## src/rtl/riscv_pkg.sv

```systemverilog
// Shared definitions for the RV32I multi-cycle control unit: opcodes, ALU/mux codes,
// FSM state encoding and the Moore output decode.
package riscv_pkg;

  localparam logic [6:0] OP_LOAD   = 7'b0000011;
  localparam logic [6:0] OP_STORE  = 7'b0100011;
  localparam logic [6:0] OP_RTYPE  = 7'b0110011;
  localparam logic [6:0] OP_BRANCH = 7'b1100011;

  localparam logic [1:0] ALUOP_ADD  = 2'b00;
  localparam logic [1:0] ALUOP_SUB  = 2'b01;
  localparam logic [1:0] ALUOP_FUNC = 2'b10;

  localparam logic [1:0] SRC_B_RS2  = 2'b00;
  localparam logic [1:0] SRC_B_FOUR = 2'b01;
  localparam logic [1:0] SRC_B_IMM  = 2'b10;

  typedef enum logic [3:0] {
    ST_IDLE,
    ST_FETCH,
    ST_DECODE,
    ST_MEM_ADDR,
    ST_MEM_READ,
    ST_MEM_WB,
    ST_MEM_WRITE,
    ST_EXECUTE,
    ST_ALU_WB,
    ST_BRANCH,
    ST_HALT
  } state_t;

  typedef struct packed {
    logic       pc_write;
    logic       pc_write_cond;
    logic       pc_source;
    logic       iord;
    logic       mem_read;
    logic       mem_write;
    logic       ir_write;
    logic       mem_to_reg;
    logic       reg_write;
    logic       alu_src_a;
    logic [1:0] alu_src_b;
    logic [1:0] aluop;
    logic       halted;
  } ctrl_t;

  // Pure state decode; FETCH reports its IR/PC strobes as 1 and the top qualifies them
  // with mem_ready.
  function automatic ctrl_t decode_state(input state_t s);
    ctrl_t c;
    c = '0;
    case (s)
      ST_FETCH: begin
        c.mem_read  = 1'b1;
        c.ir_write  = 1'b1;
        c.pc_write  = 1'b1;
        c.alu_src_b = SRC_B_FOUR;
        c.aluop     = ALUOP_ADD;
      end
      ST_DECODE: begin
        c.alu_src_b = SRC_B_IMM;
        c.aluop     = ALUOP_ADD;
      end
      ST_MEM_ADDR: begin
        c.alu_src_a = 1'b1;
        c.alu_src_b = SRC_B_IMM;
        c.aluop     = ALUOP_ADD;
      end
      ST_MEM_READ: begin
        c.mem_read = 1'b1;
        c.iord     = 1'b1;
      end
      ST_MEM_WB: begin
        c.reg_write  = 1'b1;
        c.mem_to_reg = 1'b1;
      end
      ST_MEM_WRITE: begin
        c.mem_write = 1'b1;
        c.iord      = 1'b1;
      end
      ST_EXECUTE: begin
        c.alu_src_a = 1'b1;
        c.alu_src_b = SRC_B_RS2;
        c.aluop     = ALUOP_FUNC;
      end
      ST_ALU_WB: c.reg_write = 1'b1;
      ST_BRANCH: begin
        c.alu_src_a     = 1'b1;
        c.alu_src_b     = SRC_B_RS2;
        c.aluop         = ALUOP_SUB;
        c.pc_write_cond = 1'b1;
        c.pc_source     = 1'b1;
      end
      ST_HALT: c.halted = 1'b1;
      default: c = '0;
    endcase
    return c;
  endfunction

endpackage

```

## src/rtl/main_control_fsm.sv

```systemverilog
// Multi-cycle main control FSM of the RV32I core: sequences instruction phases, drives
// datapath strobes and counts retired instructions.
module main_control_fsm
  import riscv_pkg::*;
#(
  parameter int CNT_W        = 32,
  parameter bit ILLEGAL_HALT = 1'b0
) (
  input  logic             clk,
  input  logic             reset,
  input  logic             enable,
  input  logic [6:0]       opcode,
  input  logic             mem_ready,
  output logic             pc_write,
  output logic             pc_write_cond,
  output logic             pc_source,
  output logic             iord,
  output logic             mem_read,
  output logic             mem_write,
  output logic             ir_write,
  output logic             mem_to_reg,
  output logic             reg_write,
  output logic             alu_src_a,
  output logic [1:0]       alu_src_b,
  output logic [1:0]       aluop,
  output logic             illegal_instr,
  output logic             halted,
  output logic [CNT_W-1:0] retired
);

  state_t           state;
  logic [CNT_W-1:0] retired_q;
  logic             illegal_q;

  // NOTE: all state lives in this one block and is updated with non-blocking assignments,
  // so every branch reads the pre-edge values of state and retired_q.
  always_ff @(posedge clk) begin
    if (!reset) begin
      state     <= ST_IDLE;
      retired_q <= '0;
      illegal_q <= 1'b0;
    end else begin
      illegal_q <= 1'b0;
      if (enable) begin
        case (state)
          ST_IDLE:  state <= ST_FETCH;
          ST_FETCH: if (mem_ready) state <= ST_DECODE;
          ST_DECODE: begin
            if (opcode == OP_LOAD || opcode == OP_STORE) begin
              state <= ST_MEM_ADDR;
            end else if (opcode == OP_RTYPE) begin
              state <= ST_EXECUTE;
            end else if (opcode == OP_BRANCH) begin
              state <= ST_BRANCH;
            end else begin
              illegal_q <= 1'b1;
              state     <= ILLEGAL_HALT ? ST_HALT : ST_FETCH;
            end
          end
          ST_MEM_ADDR: state <= (opcode == OP_STORE) ? ST_MEM_WRITE : ST_MEM_READ;
          ST_MEM_READ: if (mem_ready) state <= ST_MEM_WB;
          ST_MEM_WRITE: begin
            if (mem_ready) begin
              state     <= ST_FETCH;
              retired_q <= retired_q + CNT_W'(1);
            end
          end
          ST_EXECUTE: state <= ST_ALU_WB;
          ST_MEM_WB, ST_ALU_WB, ST_BRANCH: begin
            state     <= ST_FETCH;
            retired_q <= retired_q + CNT_W'(1);
          end
          ST_HALT: state <= ST_HALT;
          default: state <= ST_IDLE;
        endcase
      end
    end
  end

  ctrl_t ctrl;

  // NOTE: ctrl is fully assigned before any conditional override, so no latch is inferred.
  always_comb begin
    ctrl = decode_state(state);
    if (state == ST_FETCH) begin
      ctrl.ir_write = mem_ready;
      ctrl.pc_write = mem_ready;
    end
    // A frozen core must not commit anything; read requests and mux selects stay put.
    if (!enable) begin
      ctrl.pc_write      = 1'b0;
      ctrl.pc_write_cond = 1'b0;
      ctrl.ir_write      = 1'b0;
      ctrl.reg_write     = 1'b0;
      ctrl.mem_write     = 1'b0;
    end
    if (!reset) ctrl = '0;
  end

  assign pc_write      = ctrl.pc_write;
  assign pc_write_cond = ctrl.pc_write_cond;
  assign pc_source     = ctrl.pc_source;
  assign iord          = ctrl.iord;
  assign mem_read      = ctrl.mem_read;
  assign mem_write     = ctrl.mem_write;
  assign ir_write      = ctrl.ir_write;
  assign mem_to_reg    = ctrl.mem_to_reg;
  assign reg_write     = ctrl.reg_write;
  assign alu_src_a     = ctrl.alu_src_a;
  assign alu_src_b     = ctrl.alu_src_b;
  assign aluop         = ctrl.aluop;
  assign halted        = ctrl.halted;
  assign illegal_instr = reset & illegal_q;
  assign retired       = reset ? retired_q : '0;

endmodule

```

## config.mk

```make
export PLATFORM = sky130hd
export DESIGN_NAME = main_control_fsm
export DESIGN_NICKNAME = d
export VERILOG_FILES = /design/src/rtl/riscv_pkg.sv /design/src/rtl/main_control_fsm.sv
export SDC_FILE = /design/constraint.sdc
export NUM_CORES = 1
export LEC_CHECK = 0
export BUFFER_PORTS_ARGS = -buffer_cell sky130_fd_sc_hd__buf_4
export CAP_MARGIN = 25
export CORE_MARGIN = 2
export CORE_UTILIZATION = 53
export CTS_CLUSTER_DIAMETER = 150
export DETAILED_ROUTE_END_ITERATION = 8
export PLACE_DENSITY = 0.8
export SETUP_SLACK_MARGIN = 0.4
export SLEW_MARGIN = 20
export SYNTH_ARGS = -nofsm -noshare
export SYNTH_HDL_FRONTEND = slang
export SYNTH_SLANG_ARGS = --single-unit
```

## constraint.sdc

```tcl
create_clock -name clk -period 1.95 [get_ports clk]
set_input_delay 0.2925 -clock clk [delete_from_list [all_inputs] [get_ports clk]]
set_output_delay 0.2925 -clock clk [all_outputs]
set_load 0.005 [all_outputs]
```

# Word level (Yosys, flattened, before mapping)

Index checks and enable logic that the tools add are counted.

Add/sub/neg operators: 1
Equality and inequality tests: 17
Mux-type cells: 26
Bitwise operators: 4
Reduce and logical (&&, ||, !) cells: 13

Operator list:

| operator              | number |
|---|---|
| $mux 32               | 2 |
| $pmux 32 s2           | 1 |
| $add 32x1->32 const B | 1 |
| $pmux 4 s8            | 1 |
| $mux 4                | 6 |
| $eq 4x3->1 const B    | 4 |
| $pmux 4 s4            | 1 |
| $mux 15               | 1 |
| $eq 7x6->1 const B    | 2 |
| $eq 4x4->1 const B    | 3 |
| $mux 1                | 10 |
| $eq 4x2->1 const B    | 2 |
| $mux 2                | 4 |
| $reduce_or 2->1       | 4 |
| $eq 7x2->1 const B    | 1 |
| $eq 7x7->1 const B    | 1 |
| $ne 2x2->1 const B    | 3 |
| $reduce_or 3->1       | 2 |
| $reduce_or 5->1       | 1 |
| $eq 4x1->1 const B    | 1 |
| $logic_not 4->1       | 1 |
| $reduce_and 4->1      | 1 |
| $reduce_or 4->1       | 1 |
| $not 1->1             | 3 |
| 4 further kinds       | 4 |

Flip-flop bits (word level): 37

# Longest topological paths before layout

Depth in word-level cells: 5
Depth in mapped cells: 7

# Worst setup path after synthesis

No wires, ideal clock.

Path type: register to register
Start point: reg retired_q[0]
End point: reg retired_q[28]
Library setup time: 0.070 ns
Arrival: 1.599 ns
Data required time: 1.880 ns
Setup slack: 0.281 ns
Stages on the path, launching flop included: 7
Buffers on the path: 1
Period minus slack after synthesis: 1.669 ns
Cells stage by stage: dfxtp_1 > ha_1 > nand3_1 > nand4bb_4 > buf_6 > or3_1 > a21oi_1

Longest elaborated chain between the ends: 3

RTL lines:

| item                   | RTL line                                       | source |
|---|---|---|
| start, declared        | main_control_fsm.sv:32                         | `logic [CNT_W-1:0] retired_q;` |
| start signal, assigned | main_control_fsm.sv:65                         | `retired_q <= retired_q + CNT_W'(1);` |
| start signal, assigned | main_control_fsm.sv:71                         | `retired_q <= retired_q + CNT_W'(1);` |
| $add 32x1->32 *        | main_control_fsm.sv:65, main_control_fsm.sv:71 |  |
| $mux 32                | main_control_fsm.sv:63                         | `if (mem_ready) begin` |
| $pmux 32 s2 *          | main_control_fsm.sv:45                         | `case (state)` |

Mark *: on every way between the ends. The rest lies on a longest branch, timed or not. The select of a mux whose other input is x is not followed.
A chain may end at the register's enable or synchronous reset.

# Worst setup path in the final report

Start point: reg retired_q[20]
End point: reg retired_q[31]

Same word-level chain as after synthesis.

==> metrics list <==
- The critical path is of the flip-flop to flip-flop type.
* Count leader, synth: sky130_fd_sc_hd__dfxtp_1
* Net total in the final layout: 385
- The synthesized design contains 37 register bits.
- The count of nets left with antenna violations once routing finished came out at 0.
- Clock-pin slew on the worst setup and hold paths: 80 ps
- Synthesized-area fraction occupied by adder cells: 0.973%
* FF-to-FF path depth: 5
- Number of I/O pins: 59
* Number of violations reported at the end of detailed-routing iteration 0: 243
- Number of pins with negative max-slew slack in the final report: 0
- The number of global-route vias before repair was 2376.
- The die covers 4910 um^2.
* Startpoint types: flip-flop
- Cell area after synthesis: 2310 um^2
- Overall routed net length: 7330 um
- Sum of negative setup slack: 0 ps
- Unrepaired setup endpoints after global routing: yes
- Top fanout value on the critical path: 7
- Of the total synthesized cell area, the portion taken by AND, OR, NAND and NOR gates is 39.8%.
* RR Endpoint: retired_q[31]
* TritonCTS Sinks: 37
- EDFF count, synth: 0
- The first global-routing pass estimated 11100 um of wire.
- Clock tree from TritonCTS: built
* Tmin final: 1820 ps
- Worst path required time: 2180 ps
- Hold Fails Final Rpt: 0
- Biggest area consumer among synthesized cells: sky130_fd_sc_hd__dfxtp_1
* Slack of the worst reg-to-reg path: 130 ps
- Crit. End Element: flip-flop
- Critical Path End: retired_q[31]
- Proportion of synthesized chip area in sequential cells: 32.0%
* Fraction of synthesized cell area in xor and xnor cells: 4.54%
* Max_slew headroom: 64.1%
- For this run, the detailed router's first-pass iteration total came to 5.
* Die Ht: 70.1 um
- The Yosys step of the flow raised 0 warnings.
- Counting every instance in the synthesized netlist gives 291.
* Sum of overflow across all layers after global routing: 0
- Fill cell total of the finished layout: 252
- Setup violations remaining at the end of the flow were counted as 0.
- Transition at the pin with the smallest max-transition slack: 537 ps
- Sorting the synthesized cells by area gives the leading types as sky130_fd_sc_hd__dfxtp_1, sky130_fd_sc_hd__and2_1, sky130_fd_sc_hd__nor2_1.
* Mux cell area share after synthesis: 2.38%
- TritonCTS created 5 clock buffers.
* Synth Area in Compound Gates: 14.2%
- Dominant register cell in the synthesized netlist: sky130_fd_sc_hd__dfxtp_1
* Standard-cell rows: 24
* Arrival time of data at the critical path endpoint: 2050 ps
- Detailed placement HPWL: 3860 um
* Launch instance of the worst min-delay path: reset
- Across the run, the number of max-cap violations was 0.
- Synth cell count leaders: sky130_fd_sc_hd__dfxtp_1, sky130_fd_sc_hd__and2_1, sky130_fd_sc_hd__nor2_1, sky130_fd_sc_hd__a21oi_1, sky130_fd_sc_hd__nand2_1
- Post-route fraction of the period consumed by the critical path: 93.2%
- From left edge to right edge, the die measures 70.1 um.
* Core Footprint: 4260 um^2
* Outcome: finished, final reports clean
- Fraction of final layout cells sized beyond drive strength 1: 47.1%
- Count of input and output buffers: 58
* Final cell utilization of the core: 81.3%
* Power per standard cell area: 447 nW/um^2
* Insertion delay of the later-clocked pin in the worst-skew pair: 300 ps
- After synthesis, the largest area contributor takes up 32.0% of total cell area.
- Detailed routing inserted a total of 2572 vias.
- Entering global routing, the biggest net connects 30 pins.
- The clock arrives with 9.58 ps of skew.
- Leak Pwr: 1.45 nW
* Initial cell density of the core: 54.3%
- CTS built an H-tree with a depth of 2.
- After detailed routing, the number of remaining DRC violations is 0.
- Hold slack final: 348 ps
- The number of antenna violations at the first check in global routing was 0.
- By area, the combinational part of the netlist is dominated by simple AND/OR/NAND/NOR gates.
* Worst r2r src: retired_q[20]
* Root buffer cell: sky130_fd_sc_hd__clkbuf_8
- After detailed routing, the average wire length per cell comes to 17.2 um.
* Clock Tree Buf Depth: 2
- A synthesized cell averages 7.95 um^2.
- Worst min-delay path category: input pin to flip-flop
* All-layer global routing usage: 27.8%
- IR analysis of the VDD net gives a maximum drop of 0.000424 V.
* Startpoint of the worst setup timing path: retired_q[20]
- Counting every net in the synthesized netlist gives 303.
- FFs w/ async S/R, synth: 0%
* Highest clock rate: 550 MHz
* Count of different cell masters after synthesis: 50
- Cts hold-fix bufs: 0
* Weighted congestion reported at the end of routability-driven placement: 0.868
- Antenna diode instance count: 0
- Compared with the post-synthesis result, the final layout area differs by 49.9%.
* DR vias/cell: 6.04
==> layer usage <==
metal  GRT usage [%]  vias to the layer above  part of all wire [%]
met3            6.20                       26                   6.1
met4            10.0                        0                   3.4
met2            47.3                      128                    49
met1            34.5                     1217                    42
li1                -                     1201                     -
met5               0                        -                     0
==> worst min path at each step <==
stage                    end  slack, ps  cells past startpoint
2_1_floorplan  retired_q[31]        450                      2
3_3_place_gp   retired_q[31]        470                      2
3_5_place_dp   retired_q[31]        480                      2
4_1_cts             state[1]        330                      2
5_1_grt             state[1]        350                      2
6_report            state[1]        350                      2
==> where the power goes <==
group          internal, mW  leakage, nW  switching, mW
Clock                 0.320       0.0542          0.287
Combinational        0.0776         1.09          0.107
Sequential            0.757        0.307        0.00327
Total                  1.15         1.45          0.398
==> repair_timing <==
| item | 4_1_cts | 5_1_grt |
|---|---|---|
| pin swaps | 12 | 22 |
| setup buffers | 11 | 5 |
| hold endpoints to repair | 0 | 0 |
| setup endpoints to repair | 46 | 50 |
| cloned | 2 | 0 |
| resized for setup | 38 | 48 |
==> kinds of logic after synthesis <==
logic type / count (synthesis)
AND/OR/NAND/NOR: 152
AO/OA/AOI/OAI: 53
flip-flops: 37
buffers and inverters: 30
XOR/XNOR: 12
multiplexers: 5
adder cells (fa/ha/maj): 2
==> cell type report <==
| type | instances | area (um^2) | area share, % |
|---|---|---|---|
| well taps | 52 | 65.1 | 1.88 |
| multi-input cells | 226 | 1750 | 50.5 |
| clock inverters | 1 | 5.00 | 0.144 |
| inverters | 11 | 53.8 | 1.55 |
| repair buffers | 92 | 732 | 21.1 |
| clock buffers | 7 | 96.3 | 2.78 |
| flip-flops and latches | 37 | 766 | 22.1 |
==> worst max-delay path, cell delays in order (launching register included) <==
cell and delay [ps]:
sky130_fd_sc_hd__dfxtp_2 390, sky130_fd_sc_hd__and4_1 260, sky130_fd_sc_hd__and3_4 210, sky130_fd_sc_hd__nand3_2 170, sky130_fd_sc_hd__or4_1 580, sky130_fd_sc_hd__a21oi_1 160
==> registers in the layout (all words and copies together) (netlist names) <==
| register | cells |
|---|---|
| state | 4 |
| retired_q | 32 |
| illegal_q | 1 |
==> through the flow <==
stage,instances,power (mW),setup WS [ps],cell area [um^2]
3_3_place_gp,400,0.902,255,2900
5_1_grt,426,1.60,64.6,3470
2_1_floorplan,291,0.854,312,2390
3_5_place_dp,400,0.903,196,2900
4_1_cts,421,1.51,254,3270
6_report,426,1.55,132,3470
==> placed cells by master, fill, tap and decap left out, types with 3 or more instances in the layout <==
master and instances:
sky130_fd_sc_hd__nor3_4 3, sky130_fd_sc_hd__nor3_1 4, sky130_fd_sc_hd__buf_4 82, sky130_fd_sc_hd__o21ai_1 4
sky130_fd_sc_hd__or3_1 10, sky130_fd_sc_hd__inv_1 7, sky130_fd_sc_hd__a21oi_1 19, sky130_fd_sc_hd__nor2_1 27
sky130_fd_sc_hd__nand2_1 17, sky130_fd_sc_hd__o21ai_2 3, sky130_fd_sc_hd__nor4_2 5, sky130_fd_sc_hd__nand3_1 7
sky130_fd_sc_hd__xnor2_1 9, sky130_fd_sc_hd__o21ai_0 6, sky130_fd_sc_hd__mux2_4 4, sky130_fd_sc_hd__clkbuf_8 7
sky130_fd_sc_hd__nand3_2 5, sky130_fd_sc_hd__dfxtp_1 21, sky130_fd_sc_hd__and2_1 30, sky130_fd_sc_hd__dfxtp_2 14
sky130_fd_sc_hd__or4_1 5, sky130_fd_sc_hd__nand4_1 6, sky130_fd_sc_hd__buf_6 9, sky130_fd_sc_hd__nand4bb_4 3
sky130_fd_sc_hd__and3_4 3
No activity file was read; power rests on OpenSTA's default activity.
